[config.mk]
export PLATFORM = sky130hd
export DESIGN_NAME = rf_ddr_burst_packer_flat
export DESIGN_NICKNAME = d
export VERILOG_FILES = /design/src/rtl/rf_ddr_burst_packer_if.sv /design/src/rtl/rf_ddr_burst_packer.sv /design/src/flat_wrapper.sv
export SDC_FILE = /design/constraint.sdc
export NUM_CORES = 2
export LEC_CHECK = 0
export BUFFER_PORTS_ARGS = -buffer_cell sky130_fd_sc_hd__buf_2
export CAP_MARGIN = 20
export CELL_PAD_IN_SITES_DETAIL_PLACEMENT = 1
export CELL_PAD_IN_SITES_GLOBAL_PLACEMENT = 2
export CORE_MARGIN = 5
export CORE_UTILIZATION = 45
export CTS_CLUSTER_DIAMETER = 80
export CTS_CLUSTER_SIZE = 25
export DETAILED_ROUTE_END_ITERATION = 6
export PLACE_DENSITY_LB_ADDON = 0.1
export SETUP_SLACK_MARGIN = 0.5
export SKIP_LAST_GASP = 1
export SLEW_MARGIN = 20
export SYNTH_ARGS = -nofsm -noshare
export SYNTH_HDL_FRONTEND = slang
export SYNTH_SLANG_ARGS = --single-unit
export TNS_END_PERCENT = 30
[constraint.sdc]
create_clock -name ACLK -period 5.8 [get_ports ACLK]
set_input_delay 0.58 -clock ACLK [delete_from_list [all_inputs] [get_ports ACLK]]
set_output_delay 0.58 -clock ACLK [all_outputs]
set_load 0.03 [all_outputs]
[src/rtl/rf_ddr_burst_packer_if.sv]
// rf_ddr_burst_packer_if
//   Bundles the sample input, burst request and write-beat channels of the
//   RF-to-DDR burst packer.
//   slave  : packer view (consumes samples/acks/ready, drives request/beats)
//   master : environment view (sample source plus DDR AXI write master)
//   Ports:
//     enable, s_valid, s_data      sample capture (no backpressure)
//     burst_req, burst_addr        burst request, start byte address
//     burst_ack                    master accepts the request
//     wr_data, wr_valid, wr_last   write beats
//     wr_ready                     write beat ready
//     overflow, fill_level         sticky loss flag, FIFO occupancy in words
//     state_dbg                    FSM state (0 IDLE, 1 REQ, 2 DATA)
//   Handshake: a beat transfers on a rising edge where wr_valid && wr_ready;
//   while wr_valid=1 and wr_ready=0 the beat (wr_data/wr_last) holds stable.
//   A request is accepted on a rising edge where burst_req && burst_ack.
interface rf_ddr_burst_packer_if;
  logic        enable;
  logic        s_valid;
  logic [15:0] s_data;
  logic        burst_req;
  logic [31:0] burst_addr;
  logic        burst_ack;
  logic [31:0] wr_data;
  logic        wr_valid;
  logic        wr_ready;
  logic        wr_last;
  logic        overflow;
  logic [6:0]  fill_level;
  logic [1:0]  state_dbg;

  modport slave (
    input  enable, s_valid, s_data, burst_ack, wr_ready,
    output burst_req, burst_addr, wr_data, wr_valid, wr_last,
           overflow, fill_level, state_dbg
  );

  modport master (
    output enable, s_valid, s_data, burst_ack, wr_ready,
    input  burst_req, burst_addr, wr_data, wr_valid, wr_last,
           overflow, fill_level, state_dbg
  );
endinterface

[src/rtl/rf_ddr_burst_packer.sv]
// rf_ddr_burst_packer
//   Packs pairs of 16-bit RF samples into 32-bit words, queues them in a word
//   FIFO and hands fixed-length bursts to a DDR AXI write master that writes
//   into a ring buffer.
//   Ports:
//     ACLK     single clock, rising edge
//     ARESETN  synchronous active-low reset
//     bus      rf_ddr_burst_packer_if.slave (sample, request, beat channels)
module rf_ddr_burst_packer #(
  parameter logic [31:0] C_BASE_ADDR  = 32'h0000_0000,
  parameter logic [31:0] C_RING_BYTES = 32'h0010_0000,
  parameter int          C_BURST_LEN  = 16,
  parameter int          C_FIFO_DEPTH = 64
) (
  input  logic                 ACLK,
  input  logic                 ARESETN,
  rf_ddr_burst_packer_if.slave bus
);

  localparam int PTR_W  = $clog2(C_FIFO_DEPTH);
  localparam int CNT_W  = PTR_W + 1;
  localparam int BEAT_W = $clog2(C_BURST_LEN);
  localparam logic [CNT_W-1:0]  DEPTH     = CNT_W'(C_FIFO_DEPTH);
  localparam logic [CNT_W-1:0]  BURST     = CNT_W'(C_BURST_LEN);
  localparam logic [BEAT_W-1:0] LAST_BEAT = BEAT_W'(C_BURST_LEN - 1);
  localparam logic [31:0]       RING_END  = C_BASE_ADDR + C_RING_BYTES;

  typedef enum logic [1:0] {IDLE = 2'd0, REQ = 2'd1, DATA = 2'd2} state_t;
  state_t state, state_nxt;

  logic              half_valid;
  logic [15:0]       half_data;
  logic              word_pend;
  logic [31:0]       word_data;
  logic [31:0]       mem [C_FIFO_DEPTH];
  logic [PTR_W-1:0]  wr_ptr, rd_ptr;
  logic [CNT_W-1:0]  count;
  logic [BEAT_W-1:0] beat;
  logic [31:0]       addr, addr_inc;
  logic              overflow_q;
  logic              pop, full, push, drop, last_hs;
  logic              req_c, valid_c;
  logic [31:0]       data_c;

  assign pop      = (state == DATA) && bus.wr_ready;
  assign full     = (count == DEPTH);
  // A pop in the same cycle frees the slot, so a word arriving at full is kept.
  assign push     = word_pend && (!full || pop);
  assign drop     = word_pend && full && !pop;
  assign last_hs  = pop && (beat == LAST_BEAT);
  assign addr_inc = addr + 32'd64;

  // Sample packer: a completed word is registered and pushed the next cycle.
  always_ff @(posedge ACLK) begin
    if (!ARESETN) begin
      half_valid <= 1'b0;
      half_data  <= '0;
      word_pend  <= 1'b0;
      word_data  <= '0;
    end else begin
      word_pend <= 1'b0;
      if (!bus.enable) begin
        half_valid <= 1'b0;
      end else if (bus.s_valid) begin
        if (half_valid) begin
          word_data  <= {bus.s_data, half_data};
          word_pend  <= 1'b1;
          half_valid <= 1'b0;
        end else begin
          half_data  <= bus.s_data;
          half_valid <= 1'b1;
        end
      end
    end
  end

  always_ff @(posedge ACLK) begin
    if (ARESETN && push) mem[wr_ptr] <= word_data;
  end

  always_ff @(posedge ACLK) begin
    if (!ARESETN) begin
      wr_ptr     <= '0;
      rd_ptr     <= '0;
      count      <= '0;
      overflow_q <= 1'b0;
    end else begin
      if (push) wr_ptr <= wr_ptr + PTR_W'(1);
      if (pop)  rd_ptr <= rd_ptr + PTR_W'(1);
      case ({push, pop})
        2'b10:   count <= count + CNT_W'(1);
        2'b01:   count <= count - CNT_W'(1);
        default: count <= count;
      endcase
      if (drop)             overflow_q <= 1'b1;
      else if (!bus.enable) overflow_q <= 1'b0;
    end
  end

  always_ff @(posedge ACLK) begin
    if (!ARESETN) begin
      state <= IDLE;
      beat  <= '0;
      addr  <= C_BASE_ADDR;
    end else begin
      state <= state_nxt;
      if (pop) beat <= last_hs ? '0 : beat + BEAT_W'(1);
      if (last_hs) addr <= (addr_inc == RING_END) ? C_BASE_ADDR : addr_inc;
    end
  end

  // Entering DATA requires a full burst in the FIFO, and only DATA pops, so
  // the burst can never underrun once acked.
  always_comb begin
    state_nxt = state;
    req_c     = 1'b0;
    valid_c   = 1'b0;
    data_c    = '0;
    case (state)
      IDLE: if (count >= BURST) state_nxt = REQ;
      REQ: begin
        req_c = 1'b1;
        if (bus.burst_ack) state_nxt = DATA;
      end
      DATA: begin
        valid_c = 1'b1;
        data_c  = mem[rd_ptr];
        if (last_hs) state_nxt = IDLE;
      end
      default: state_nxt = IDLE;
    endcase
  end

  assign bus.burst_req  = req_c;
  assign bus.burst_addr = addr;
  assign bus.wr_valid   = valid_c;
  assign bus.wr_data    = data_c;
  assign bus.wr_last    = valid_c && (beat == LAST_BEAT);
  assign bus.overflow   = overflow_q;
  assign bus.fill_level = 7'(count);
  assign bus.state_dbg  = state;

endmodule
[src/flat_wrapper.sv]
// flat-port wrapper written by rule: the top's interface ports become plain ports
module rf_ddr_burst_packer_flat 
#(
  parameter logic [31:0] C_BASE_ADDR  = 32'h0000_0000,
  parameter logic [31:0] C_RING_BYTES = 32'h0010_0000,
  parameter int          C_BURST_LEN  = 16,
  parameter int          C_FIFO_DEPTH = 64
)
  (ACLK, ARESETN, bus_enable, bus_s_valid, bus_s_data, bus_burst_ack, bus_wr_ready, bus_burst_req, bus_burst_addr, bus_wr_data, bus_wr_valid, bus_wr_last, bus_overflow, bus_fill_level, bus_state_dbg);
  rf_ddr_burst_packer_if bus_i ();
  input  logic ACLK;
  input  logic ARESETN;
  input wire logic [$bits(bus_i.enable)-1:0] bus_enable;
  input wire logic [$bits(bus_i.s_valid)-1:0] bus_s_valid;
  input wire logic [$bits(bus_i.s_data)-1:0] bus_s_data;
  input wire logic [$bits(bus_i.burst_ack)-1:0] bus_burst_ack;
  input wire logic [$bits(bus_i.wr_ready)-1:0] bus_wr_ready;
  output wire logic [$bits(bus_i.burst_req)-1:0] bus_burst_req;
  output wire logic [$bits(bus_i.burst_addr)-1:0] bus_burst_addr;
  output wire logic [$bits(bus_i.wr_data)-1:0] bus_wr_data;
  output wire logic [$bits(bus_i.wr_valid)-1:0] bus_wr_valid;
  output wire logic [$bits(bus_i.wr_last)-1:0] bus_wr_last;
  output wire logic [$bits(bus_i.overflow)-1:0] bus_overflow;
  output wire logic [$bits(bus_i.fill_level)-1:0] bus_fill_level;
  output wire logic [$bits(bus_i.state_dbg)-1:0] bus_state_dbg;
  assign bus_i.enable = bus_enable;
  assign bus_i.s_valid = bus_s_valid;
  assign bus_i.s_data = bus_s_data;
  assign bus_i.burst_ack = bus_burst_ack;
  assign bus_i.wr_ready = bus_wr_ready;
  assign bus_burst_req = bus_i.burst_req;
  assign bus_burst_addr = bus_i.burst_addr;
  assign bus_wr_data = bus_i.wr_data;
  assign bus_wr_valid = bus_i.wr_valid;
  assign bus_wr_last = bus_i.wr_last;
  assign bus_overflow = bus_i.overflow;
  assign bus_fill_level = bus_i.fill_level;
  assign bus_state_dbg = bus_i.state_dbg;
  rf_ddr_burst_packer #(.C_BASE_ADDR(C_BASE_ADDR), .C_RING_BYTES(C_RING_BYTES), .C_BURST_LEN(C_BURST_LEN), .C_FIFO_DEPTH(C_FIFO_DEPTH)) u_core (.ACLK(ACLK), .ARESETN(ARESETN), .bus(bus_i));
endmodule
## After elaboration in Yosys (flattened, before gate mapping)

Memories as Yosys holds them, arrays and structs flattened. A register that Yosys moved wholly into a read port is not among the register bits.
Cells that the tools add are included.

- Register bits: 108
- Bits in writable memories: 2048
- Logic and storage cells: 66
- Memories: 1

- $add $sub $neg: 6
- Order comparisons: 1
- Equality and inequality tests: 11
- Mux-type cells: 18
- Bitwise gates (word level): 1
- Reductions and logical operators: 17

Memory list:

| name | depth | bits a word | rd ports | clocked after memory_dff | wr ports | RTL line | text |
|---|---|---|---|---|---|---|---|
| u_core.mem | 64 | 32 | 1 | 1 | 1 | rf_ddr_burst_packer.sv:35 | `logic [31:0] mem [C_FIFO_DEPTH];` |

Operators with widths:

| kind | count |
|---|---|
| $mux W32 | 2 |
| $add A32 B7 Y32 const B | 1 |
| $eq A32 B21 Y1 const B | 1 |
| $pmux W7 S2 | 1 |
| $add A6 B1 Y6 const B | 2 |
| $mux W6 | 2 |
| $reduce_and A3 Y1 | 4 |
| $mux W1 | 8 |
| $add A7 B1 Y7 const B | 1 |
| $eq A7 B7 Y1 const B | 1 |
| $ge A7 B5 Y1 const B | 1 |
| $logic_and A1 B1 Y1 | 7 |
| $sub A7 B1 Y7 const B | 1 |
| $mux W2 | 3 |
| $ne A2 B1 Y1 const B | 3 |
| $pmux W2 S3 | 1 |
| $add A4 B1 Y4 const B | 1 |
| $eq A2 B1 Y1 const B | 2 |
| $eq A2 B2 Y1 const B | 2 |
| $eq A4 B4 Y1 const B | 1 |
| $mux W4 | 1 |
| $logic_not A1 Y1 | 2 |
| $logic_not A2 Y1 | 1 |
| $ne A2 B2 Y1 const B | 1 |
| 4 further kinds | 4 |

## Logic depth before layout (Yosys ltp)

- Word-level depth: 7
- Gate-level depth with buffers: 13
- Depth with buffers taken out: 13

## Worst setup path after synthesis

Ideal clock, no wire load.

- Kind: register to register
- Start: register u_core.state[1] (netlist: u_core.bus.state_dbg[1])
- End: memory u_core.mem[16][0], enable pin
- Data arrival time: 3.975 ns
- Data required time: 5.339 ns
- Setup slack: 1.364 ns
- Cell stages (with the launch flop): 9
- Period minus slack after synthesis: 4.436 ns
- Cells stage by stage: dfxtp_1 > nand2b_1 > inv_1 > nand2_1 > nand4_1 > and2_1 > clkbuf_1 > nand4b_1 > nor3_1

- Longest elaborated chain between the ends: 7

Ends and longest elaborated chain:

| what | RTL line | text |
|---|---|---|
| from (decl) | rf_ddr_burst_packer.sv:29 | `state_t state, state_nxt;` |
| from (signal assigned) | rf_ddr_burst_packer.sv:106 | `state <= state_nxt;` |
| $eq A2 B2 Y1 | rf_ddr_burst_packer.sv:45 | `assign pop = (state == DATA) && bus.wr_ready;` |
| $logic_and A1 B1 Y1 | rf_ddr_burst_packer.sv:45 |  |
| $logic_or A1 B1 Y1 | rf_ddr_burst_packer.sv:48 | `assign push = word_pend && (!full \|\| pop);` |
| $logic_and A1 B1 Y1 | rf_ddr_burst_packer.sv:48 |  |
| $logic_and A1 B1 Y1 | rf_ddr_burst_packer.sv:78 | `if (ARESETN && push) mem[wr_ptr] <= word_data;` |
| $mux W1 | rf_ddr_burst_packer.sv:78 |  |
| $mux W1 (not written as such) | rf_ddr_burst_packer.sv:78 |  |
| to (decl) | rf_ddr_burst_packer.sv:35 |  |

No other way between the ends.

==> summary.txt <==
Top Ports - 99
clock group share of total power - 36.2%
actual slew at the worst max-slew pin - 1.10 ns
synthesized flop and latch total - 2,156
routed wl met3 - 16,600 um
worst skew pair latency - 0.79 ns
fmax - 199 MHz
largest net degree at the start of global routing - 70
ys flop type - edfxtp_1
Worst setup SP type - flip-flop
worst reg2reg setup slack - 0.93 ns
drt via density - 6.08
Worst Path Arrival - 4.44 ns
drt initial violations - 4,394
# DRC - 0
Power Total - 0.0265 W
routed length per placed instance - 34.9 um
Internal Pwr Total - 0.0212 W
CTS Buf Count - 115
routed vias - 38,837
Final Max Slew Viols - 0
Power Density - 289 nW/um^2
Sw Ratio - 20.2%
RSZ-0062 raised after global routing - false
Post-Layout Cell Count - 6,390
mapped cell area - 82,900 um^2
sequential power share - 63.4%
Initial Utilization - 45.3%
clk sinks - 2,156
port bufs - 92
hold_sp - bus_s_data[7]
final WL - 223,000 um
sequential area share after synthesis - 76.8%
share of cells above drive strength 1 - 31.0%
CTS tree - done
Max Clock Skew - 0.0314 ns
die area - 193,000 um^2
Max Buffers Root-to-Sink - 3
Cell Rows - 157
vias in the first global route - 41,048
Setup Total Neg Slack - 0 ns
# setup viols final - 0
DIE HEIGHT - 439 um
initial antenna violation count - 27
YS warnings - 0
drt first pass iters - 5
relative slew slack - 26.3%
kind of critical path - reg2out
Final Critical Period - 5.02 ns
gpl congestion - 0.819
WHS Path Cells - 3
total grt overflow - 0
capturing element type of the critical path - primary output
hold worst-path end - u_core.half_data[7]
Synth Instances - 3,656
core area - 183,000 um^2
Post-synth EDFFs - 2,048
uppermost layer routed - met5
global-route wire length before repair - 316,000 um
metal2 WL - 111,000 um
Tot GR Track Use - 23.2%
Tcrit/Tclk final - 86.5%
status - complete, no violations
Worst Path Max Fanout - 35
FF-to-FF End - u_core.mem[56][17]
R2R depth - 10
Area Growth Syn to Fin - 10.7%
detailed-placement wirelength estimate - 131,000 um
LEAKAGE - 22.8 nW
WL met1 - 90,600 um
DP Cell Count - 6,172
Sw Pwr - 0.00535 W
Root Driver - clkbuf_16
Hold WC Path Type - in2reg
Die Width - 439 um
Post-synth ARST share - 0%
maximum vdd ir drop - 293 uV
Cell variety after synth - 52
worst hold slack - 0.0679 ns
# nets final - 3,866
Antenna Nets Post-Route - 0
Fin. Hold Viols - 0
Mapped Avg Cell Area - 22.7 um^2
Required @ worst endpoint - 5.22 ns
htree depth - 3
Fill cells - 15,920
max cap viols - 0
logic gate share of total power - 0.3%
reg2reg start - u_core.bus.state_dbg[1]
Clock Pin Slew Worst Setup and Hold Paths - 0.10 ns
## flip-flops by register name (all words and copies together) (netlist names), named ones only
signal,flops
u_core.word_pend,1
u_core.word_data,32
u_core.rd_ptr,6
u_core.half_valid,1
u_core.bus.state_dbg,2
u_core.bus.fill_level,7
u_core.bus.overflow,1
u_core.mem,2048
u_core.half_data,16
u_core.beat,4
u_core.wr_ptr,6
u_core.bus.burst_addr,26
## synth_stat cells, types with 3 or more instances
cell type	number	share of area (%)
or2_2	3	0.023
o31a_1	4	0.042
nand4_1	16	0.12
nor3_1	20	0.12
nand2b_1	3	0.023
mux2i_1	19	0.23
buf_1	19	0.086
nand3b_1	3	0.027
xnor2_1	25	0.26
edfxtp_1	2048	74
and2_1	21	0.16
nand2_1	140	0.63
a211oi_1	34	0.31
xor2_1	22	0.23
or2_1	3	0.023
ha_1	10	0.15
inv_1	11	0.050
or4_1	3	0.027
a21oi_1	60	0.36
nand3_1	25	0.15
nor4_1	13	0.098
nor2b_1	20	0.15
clkbuf_1	130	0.59
mux4_2	657	18
dfxtp_1	108	2.6
or3_1	8	0.060
buf_2	47	0.28
o21ai_0	11	0.066
and4_1	3	0.032
nor2_1	120	0.54
buf_4	16	0.14
and3_1	9	0.068
## cells by family (layout without fill, tap and decap cells)
group,after synthesis,after routing,synth area share (%)
DFF,2156,2156,76.8
muxes,676,676,18.1
and+or+nand+nor,415,415,2.31
buffers and inverters,224,482,1.16
AOI/OAI and AO/OA,126,126,0.941
xor gates and xnor gates,47,47,0.497
adders and majority gates,11,11,0.175
other,1,13,0.00453
## cell type report
class                   instances  area [um^2]  share of cell area [%]
diodes                          7         17.5                  0.0191
clock inverters                82          996                    1.09
well taps                    2464         3080                    3.36
flip-flops and latches       2156        63800                    69.5
inverters                      11         42.5                  0.0464
clock buffers                 121         2920                    3.19
repair buffers                268         2160                    2.35
multi-input cells            1281        18700                    20.4
## cells in the final DEF, fill, tap and decap left out, drive strengths merged, types with 3 or more instances in the layout
cell,Yosys,final
nand3b,3,3
and2,21,21
dlygate4sd3,0,7
or4,3,3
nand2b,3,3
buf,82,261
o21ai,12,12
clkinvlp,0,8
ha,10,10
xor2,22,22
nor2,120,120
bufinv,0,12
nor2b,20,20
edfxtp,2048,2048
and3,9,9
nor3,20,20
dfxtp,108,108
nand3,25,25
nor4,13,13
clkbuf,131,121
o31a,4,4
mux2i,19,19
mux4,657,657
conb,1,6
inv,11,41
and4,3,3
or3,8,8
or2,6,6
nand4,16,16
clkinv,0,32
a211oi,34,34
xnor2,25,25
nand2,140,140
a21oi,60,60
diode,0,7
## metrics by stage
| stage | cell area, um^2 | setup slack, ns | util, % |
|---|---|---|---|
| after floorplan | 82900 | 1.36 | - |
| after global placement | 87600 | 1.02 | 47.8 |
| after detailed placement | 87700 | 0.870 | 47.9 |
| after CTS | 91700 | 0.622 | 50.1 |
| after global routing | 91700 | 0.572 | 50.1 |
| final | 91700 | 0.785 | 50.1 |
## power groups by stage
stage	Combinational, W	Clock, W	Sequential (W)
2_1_floorplan	0.0000412	0	0.0172
6_report	0.0000909	0.00961	0.0168
4_1_cts	0.0000919	0.00984	0.0168
5_1_grt	0.0000982	0.0105	0.0168
3_3_place_gp	0.0000812	0	0.0172
3_5_place_dp	0.0000853	0	0.0172
## layer usage
metal	vias to the layer above	GRT usage (%)
met3	247	4.65
li1	15680	-
met4	2	5.41
met1	21389	32.1
met2	1519	38.5
met5	-	0
## what timing repair did
item	4_1_cts	5_1_grt
endpoints found under the hold margin	9	0
gates resized for setup	0	1
buffers inserted	1	0
endpoints found under the setup margin	1	1
hold buffers	7	0
## critical path, cell delays in order, from the launching register on
cell and delay, ns:
dfxtp_4 0.71, buf_12 0.35, mux4_2 0.58, mux4_2 0.46
nor2b_1 0.14, a211oi_1 0.79, a211oi_1 0.30, buf_2 0.28
## how the worst max path moves through the flow
| stage | start | end | slack, ns |
|---|---|---|---|
| after global routing | flip-flop | bus_wr_data[16] | 0.57 |
| after CTS | flip-flop | bus_wr_data[3] | 0.62 |
| after floorplan | u_core.bus.state_dbg[1] | u_core.mem[16][0] | 1.36 |
| after detailed placement | u_core.bus.state_dbg[0] | u_core.mem[56][21] | 0.87 |
| final | flip-flop | bus_wr_data[6] | 0.78 |
| after global placement | u_core.bus.state_dbg[1] | u_core.mem[56][23] | 1.02 |
Note: power is estimated with default switching activity, not from simulation.
